File: src/rtl/cla_pipe_subtractor.sv
// Pipelined WIDTH-bit subtractor: Diff = A - B - Bin, one 4-bit CLA slice per stage.
// Optional build macro SUB_FLAGS_EN adds registered Zero / Ovf result flags.
module cla_pipe_subtractor #(
  parameter int unsigned WIDTH = 16
) (
  input  logic             clk,
  input  logic             rst,
  input  logic             in_valid,
  output logic             in_ready,
  input  logic [WIDTH-1:0] A,
  input  logic [WIDTH-1:0] B,
  input  logic             Bin,
  output logic             out_valid,
  input  logic             out_ready,
  output logic [WIDTH-1:0] Diff,
  output logic             Bout
`ifdef SUB_FLAGS_EN
  ,
  output logic             Zero,
  output logic             Ovf
`endif
);

  localparam int unsigned NS = WIDTH / 4;

  logic             adv;
  logic [NS-1:0]    vld;
  logic [NS-2:0]    cy_q, cy_d;
  logic             bout_q, bout_d;
  logic [WIDTH-1:0] a_q [NS-1];
  logic [WIDTH-1:0] b_q [NS-1];
  logic [WIDTH-1:0] d_q [NS];
  logic [WIDTH-1:0] a_d [NS-1];
  logic [WIDTH-1:0] b_d [NS-1];
  logic [WIDTH-1:0] d_d [NS];
  logic [WIDTH-1:0] sa, sb, sd;
  logic             sc;
  logic [4:0]       r;

  // 4-bit carry-look-ahead on A + ~B + cin; returns {carry_out, sum}
  function automatic logic [4:0] cla4(input logic [3:0] a, input logic [3:0] b,
                                      input logic cin);
    logic [3:0] g, p;
    logic [4:0] c;
    g    = a & ~b;
    p    = a ^ ~b;
    c[0] = cin;
    c[1] = g[0] | (p[0] & cin);
    c[2] = g[1] | (p[1] & g[0]) | (p[1] & p[0] & cin);
    c[3] = g[2] | (p[2] & g[1]) | (p[2] & p[1] & g[0]) | (p[2] & p[1] & p[0] & cin);
    c[4] = g[3] | (p[3] & g[2]) | (p[3] & p[2] & g[1]) | (p[3] & p[2] & p[1] & g[0])
         | (&p & cin);
    return {c[4], p ^ c[3:0]};
  endfunction

  assign adv       = ~vld[NS-1] | out_ready;
  assign in_ready  = adv;
  assign out_valid = vld[NS-1];
  assign Diff      = d_q[NS-1];
  assign Bout      = bout_q;

  // Stage k consumes nibble k of the skewed operands; the lower nibbles ride
  // along in d_* so the final stage holds the complete, de-skewed difference.
  always_comb begin
    cy_d   = '0;
    bout_d = 1'b0;
    sa     = '0;
    sb     = '0;
    sd     = '0;
    sc     = 1'b0;
    r      = '0;
    for (int unsigned k = 0; k < NS - 1; k++) begin
      a_d[k] = '0;
      b_d[k] = '0;
    end
    for (int unsigned k = 0; k < NS; k++) begin
      d_d[k] = '0;
    end
    for (int unsigned k = 0; k < NS; k++) begin
      if (k == 0) begin
        sa = A;
        sb = B;
        sd = '0;
        sc = ~Bin;
      end else begin
        sa = a_q[k-1];
        sb = b_q[k-1];
        sd = d_q[k-1];
        sc = cy_q[k-1];
      end
      r                 = cla4(sa[4*k +: 4], sb[4*k +: 4], sc);
      d_d[k]            = sd;
      d_d[k][4*k +: 4]  = r[3:0];
      if (k < NS - 1) begin
        a_d[k]  = sa;
        b_d[k]  = sb;
        cy_d[k] = r[4];
      end else begin
        bout_d  = ~r[4];
      end
    end
  end

`ifdef SUB_FLAGS_EN
  logic zero_q, ovf_q, zero_d, ovf_d;
  assign zero_d = (d_d[NS-1] == '0);
  assign ovf_d  = (a_q[NS-2][WIDTH-1] != b_q[NS-2][WIDTH-1]) &&
                  (d_d[NS-1][WIDTH-1] != a_q[NS-2][WIDTH-1]);
  assign Zero   = zero_q;
  assign Ovf    = ovf_q;

  always_ff @(posedge clk) begin
    if (rst) begin
      zero_q <= 1'b0;
      ovf_q  <= 1'b0;
    end else if (adv) begin
      zero_q <= zero_d;
      ovf_q  <= ovf_d;
    end
  end
`endif

  always_ff @(posedge clk) begin
    if (rst) begin
      vld    <= '0;
      cy_q   <= '0;
      bout_q <= 1'b0;
      for (int unsigned k = 0; k < NS - 1; k++) begin
        a_q[k] <= '0;
        b_q[k] <= '0;
      end
      for (int unsigned k = 0; k < NS; k++) begin
        d_q[k] <= '0;
      end
    end else if (adv) begin
      vld    <= {vld[NS-2:0], in_valid};
      cy_q   <= cy_d;
      bout_q <= bout_d;
      for (int unsigned k = 0; k < NS - 1; k++) begin
        a_q[k] <= a_d[k];
        b_q[k] <= b_d[k];
      end
      for (int unsigned k = 0; k < NS; k++) begin
        d_q[k] <= d_d[k];
      end
    end
  end

endmodule

File: config.mk
export PLATFORM = sky130hd
export DESIGN_NAME = cla_pipe_subtractor
export DESIGN_NICKNAME = d
export VERILOG_FILES = /design/src/rtl/cla_pipe_subtractor.sv
export SDC_FILE = /design/constraint.sdc
export NUM_CORES = 1
export LEC_CHECK = 0
export BUFFER_PORTS_ARGS = -buffer_cell sky130_fd_sc_hd__buf_2
export CAP_MARGIN = 20
export CORE_UTILIZATION = 25
export CTS_CLUSTER_DIAMETER = 150
export DETAILED_ROUTE_END_ITERATION = 10
export PLACE_DENSITY = 0.45
export SYNTH_ARGS = -nofsm -noshare
export SYNTH_HDL_FRONTEND = slang
export SYNTH_SLANG_ARGS = --single-unit
File: constraint.sdc
create_clock -name clk -period 3.9 [get_ports clk]
set_input_delay 0.78 -clock clk [delete_from_list [all_inputs] [get_ports clk]]
set_output_delay 0.78 -clock clk [all_outputs]
set_load 0.03 [all_outputs]
# == Yosys cells after proc, flatten, opt, wreduce, memory -nomap -nowiden ==
# Memories as Yosys holds them, arrays and structs flattened.
# Index checks and enable logic that the tools add are counted.
# word_totals
ramBits,160
n_memories,3
reg_bits,8
# memory_table
name,words,word_bits,rd,rd_ports_with_merged_regs,write_ports,line,source
d_q,4,16,4,0,4,32,logic [WIDTH-1:0] d_q [NS];
a_q,3,16,3,0,3,30,logic [WIDTH-1:0] a_q [NS-1];
b_q,3,16,3,0,3,31,logic [WIDTH-1:0] b_q [NS-1];
# op_classes
n_mux,15
n_reduce_logical,4
bitwise_logic,130
# op_table
cell,count
$mux 16,10
$and 1x1->1,60
$or 1x1->1,51
$xor 4x4->4,8
$and 4x4->4,4
$not 4->4,4
$reduce_and 4->1,4
$mux 1,5
$not 1->1,3

# == Depth between registers and ports, before layout ==
# An unclocked memory read counts as a cell.
# depth
depth_word,9
ltp_mapped,6
mapped_depth_nobuf,6

# == Worst setup path before layout ==
# No wires, ideal clock.
# synth_path
path_type,in2reg
from,in rst
to,mem a_q[0][10] (enable)
path_buffers,1
required_time_ns,3.439
setup_ns,0.461
path_slack_ns,0.414
t_arrival_ns,3.025
stages,2
cell_sequence,buf_6 > nand2b_1
# synth_rtl
element,line,source
from (decl),7,"input logic rst,"
to (decl),30,

# == Worst setup path in the final report ==
# layout_path
from,in out_ready
to,out in_ready
# layout_between
elab_chain_len,1
# layout_rtl
element,line,source
from (decl),14,"input logic out_ready,"
$or 1x1->1,56,assign adv = ~vld[NS-1] | out_ready;
to (decl),9,"output logic in_ready,"
# Every way passes these cells.

==> results.sh <==
export IMPL_status="complete, no violations"
export IMPL_drc=0
export IMPL_required_ns=3.12
export IMPL_finalHoldViolations=0
export IMPL_clock_skew_final_ns=0.008625
export IMPL_cp_slowest_stage_delay_ns=0.34
export IMPL_arrival_ns=1.64
export IMPL_die_area_mm2=0.01746
export IMPL_post_route_min_period_ns=2.417
export IMPL_ant_nets=0
export IMPL_fin_crit_sh=0.6198
export IMPL_cts_setup_buffers=0
export IMPL_core_area_mm2=0.01658
export IMPL_gr_total_overflow=0
export IMPL_utilization=0.3018
export IMPL_ys_types=34
export IMPL_netlist_area_mm2=0.004233
export IMPL_clock_fmax_mhz=413.7
export IMPL_antenna_cells=0
export IMPL_setup_viol=0
export IMPL_power_density_mw_per_mm2=460.8
export IMPL_io_buffers=55
export IMPL_rsz0062_at_grt="no"
export IMPL_ys_ff_latch=96
export IMPL_dieWidth_um=132.1
export IMPL_crit_start="out_ready"
export IMPL_critPathCaptureType="output port"
export IMPL_via_per_inst=3.890
export IMPL_synth_nets=349
export IMPL_cp_top_family="buffers and inverters"
export IMPL_synth_async_reset_ratio=0
export IMPL_cts_htree_levels=3
export IMPL_leakage_nw=2.125
export IMPL_timing_rr_end="a_q[0][5]"
export IMPL_crit_path_top_delay_cell="nor2b_4"
export IMPL_cts_buffers=9
export IMPL_total_power_mw=2.306
export IMPL_yosys_cell_count_top_type="edfxtp_1"
export IMPL_synth_edf_count=88
export IMPL_antenna_found_initial=0
export IMPL_worstMarginPinSlew_ns=0.8280
export IMPL_synth_top_area_cell="edfxtp_1"
export IMPL_initial_core_util=0.2552
export IMPL_yosys_warnings=0
export IMPL_cts_buffer_depth=2
export IMPL_synth_top_cell_area_share=0.6243
export IMPL_area_growth_syn_to_layout_pct=18.24
export IMPL_grt_pass1_vias=2180
export IMPL_reg2regPathDepth=3
export IMPL_clock_sinks=96
export IMPL_drive_gt1_frac=0.2776
export IMPL_root_buffer="clkbuf_16"
export IMPL_gp_congestion=0.6760
export IMPL_crit_type="input port to output port"
export IMPL_synth_area_leaders="edfxtp_1 (62%), and2_1 (8.1%), ha_1 (4.7%), and2_4 (4.1%), dfxtp_1 (3.8%)"
export IMPL_routed_wirelength_um=6462
export IMPL_r2r_slack_ns=2.18
export IMPL_avgSynthCellArea_um2=14.50
export IMPL_wl_per_cell_um=11.28
export IMPL_synth_ff_type="edfxtp_1"
export IMPL_cpMostUsedCell="buf_2"
export IMPL_maxSlewViolCount=0
export IMPL_synth_common_cells="edfxtp_1 (88), and2_1 (55), and2_4 (20)"
export IMPL_cts_hold_buf=0
export IMPL_clk_latency_ns=0.35
export IMPL_crit_path_cell_trace="buf_2 > nor2b_4 > clkinv_4 > buf_2"
export IMPL_peakVddDrop_uv=206.1
export IMPL_cts_tree="yes"
export IMPL_grt_total_usage=0.08136
export IMPL_rr_startpoint="vld[3]"
export IMPL_maxCapViolCount=0
export IMPL_tns_ns=0
export IMPL_dpl_hpwl_um=4170
export IMPL_seq_area_frac_synth=0.6621
export IMPL_fin_nets=405
export IMPL_grt_pass1_wl_um=10720
export IMPL_firstDrtPassIters=4
export IMPL_crit_fanout=10
export IMPL_maxSlewHeadroom=0.4480
export IMPL_clk_pin_slew_worst_paths_ns=0.07
export IMPL_die_height_um=132.1
export IMPL_critPathLaunchType="input port"
export IMPL_synthCells=292
export IMPL_dr_total_vias=2229
export IMPL_endpoint="in_ready"
export IMPL_ios=56
export IMPL_crit_buf_inv=3
export IMPL_cp_depth=4
export IMPL_dr_first_iter_drc_count=80
export IMPL_min_delay_start="vld[0]"
export IMPL_cts_repair_resized=0
export IMPL_hold_path_class="flop to flop"
export IMPL_num_rows=47
export IMPL_grt_max_degree=89
==> layout make-up <==
class                      count  area [um^2]
clock buffer                   9        225.2
multi-input combinational    167         1272
sequential                    96         2803
inverter                      18        72.57
tap                          220        275.3
clock inverter                 7        61.31
fill                        1686        11580
timing repair buffer          56        295.3
==> placed cells by master (no fill, tap or decap), drive strengths merged <==
master	Yosys	final
dfxtp	8	8
clkinv	1	4
fa	4	4
inv	17	21
a21o	3	3
o21ai	6	6
and2	75	75
clkbuf	4	9
xor2	1	1
or3	1	1
xnor2	6	6
mux2i	4	4
nand3	2	2
a311oi	1	1
o31a	1	1
o21a	2	2
nor3	3	3
nor2b	2	2
nand2	8	8
ha	16	16
a211oi	7	7
nand2b	2	2
o22ai	1	1
a21oi	3	3
edfxtp	88	88
buf	7	56
o21bai	3	3
nor2	16	16
==> cell families after synthesis <==
logic type / synth area share
buf+inv: 0.03902
compound gates: 0.04404
simple gates: 0.1646
flops: 0.6621
xor+xnor: 0.01448
fa+ha+maj: 0.06621
mux: 0.009459
==> tightest hold or removal path, delay by kind of cell (launching register included) <==
kind	cells	cell delay (ns)
flops	1	0.31
compound gates	1	0.05
simple gates	1	0.05
==> flip-flops by register name, summed over array words and instances (netlist names) <==
signal and cells:
d_q 40, a_q 24, b_q 24, vld 4, cy_q 3, Bout 1
==> worst min path at each step <==
stage,to,slack (ns),cells after the start
after floorplan,vld[0],0.43,2
after global placement,vld[2],0.44,2
after detailed placement,vld[0],0.45,2
after CTS,vld[0],0.46,2
after global routing,vld[0],0.47,2
final,vld[0],0.46,2
==> power by group <==
group	switching, mW	total, mW	internal (mW)	leakage [nW]
clock network	0.405	0.850	0.445	0.141
registers	0.0238	1.23	1.20	1.10
logic	0.124	0.230	0.106	0.882
total	0.553	2.31	1.75	2.13
==> stage by stage <==
stage	hold WS [ns]	area (um^2)	cells	setup slack [ns]
floorplan	0.4290	4233	292	0.4144
global placement	0.4429	4698	556	1.432
detailed placement	0.4485	4698	556	1.389
CTS	0.4572	4985	572	1.469
global route	0.4712	5005	573	1.418
finish	0.4563	5005	573	1.483
==> routing by layer <==
| metal | GRT usage | up-vias | wire length, um |
|---|---|---|---|
| met2 | 0.1384 | 51 | 3241 |
| met1 | 0.09035 | 1038 | 2775 |
| met4 | 0.03488 | 0 | 117 |
| met3 | 0.03153 | 11 | 327 |
| li1 | - | 1129 | - |
| met5 | 0 | - | 0 |
Power figures use the tool's default switching activity.
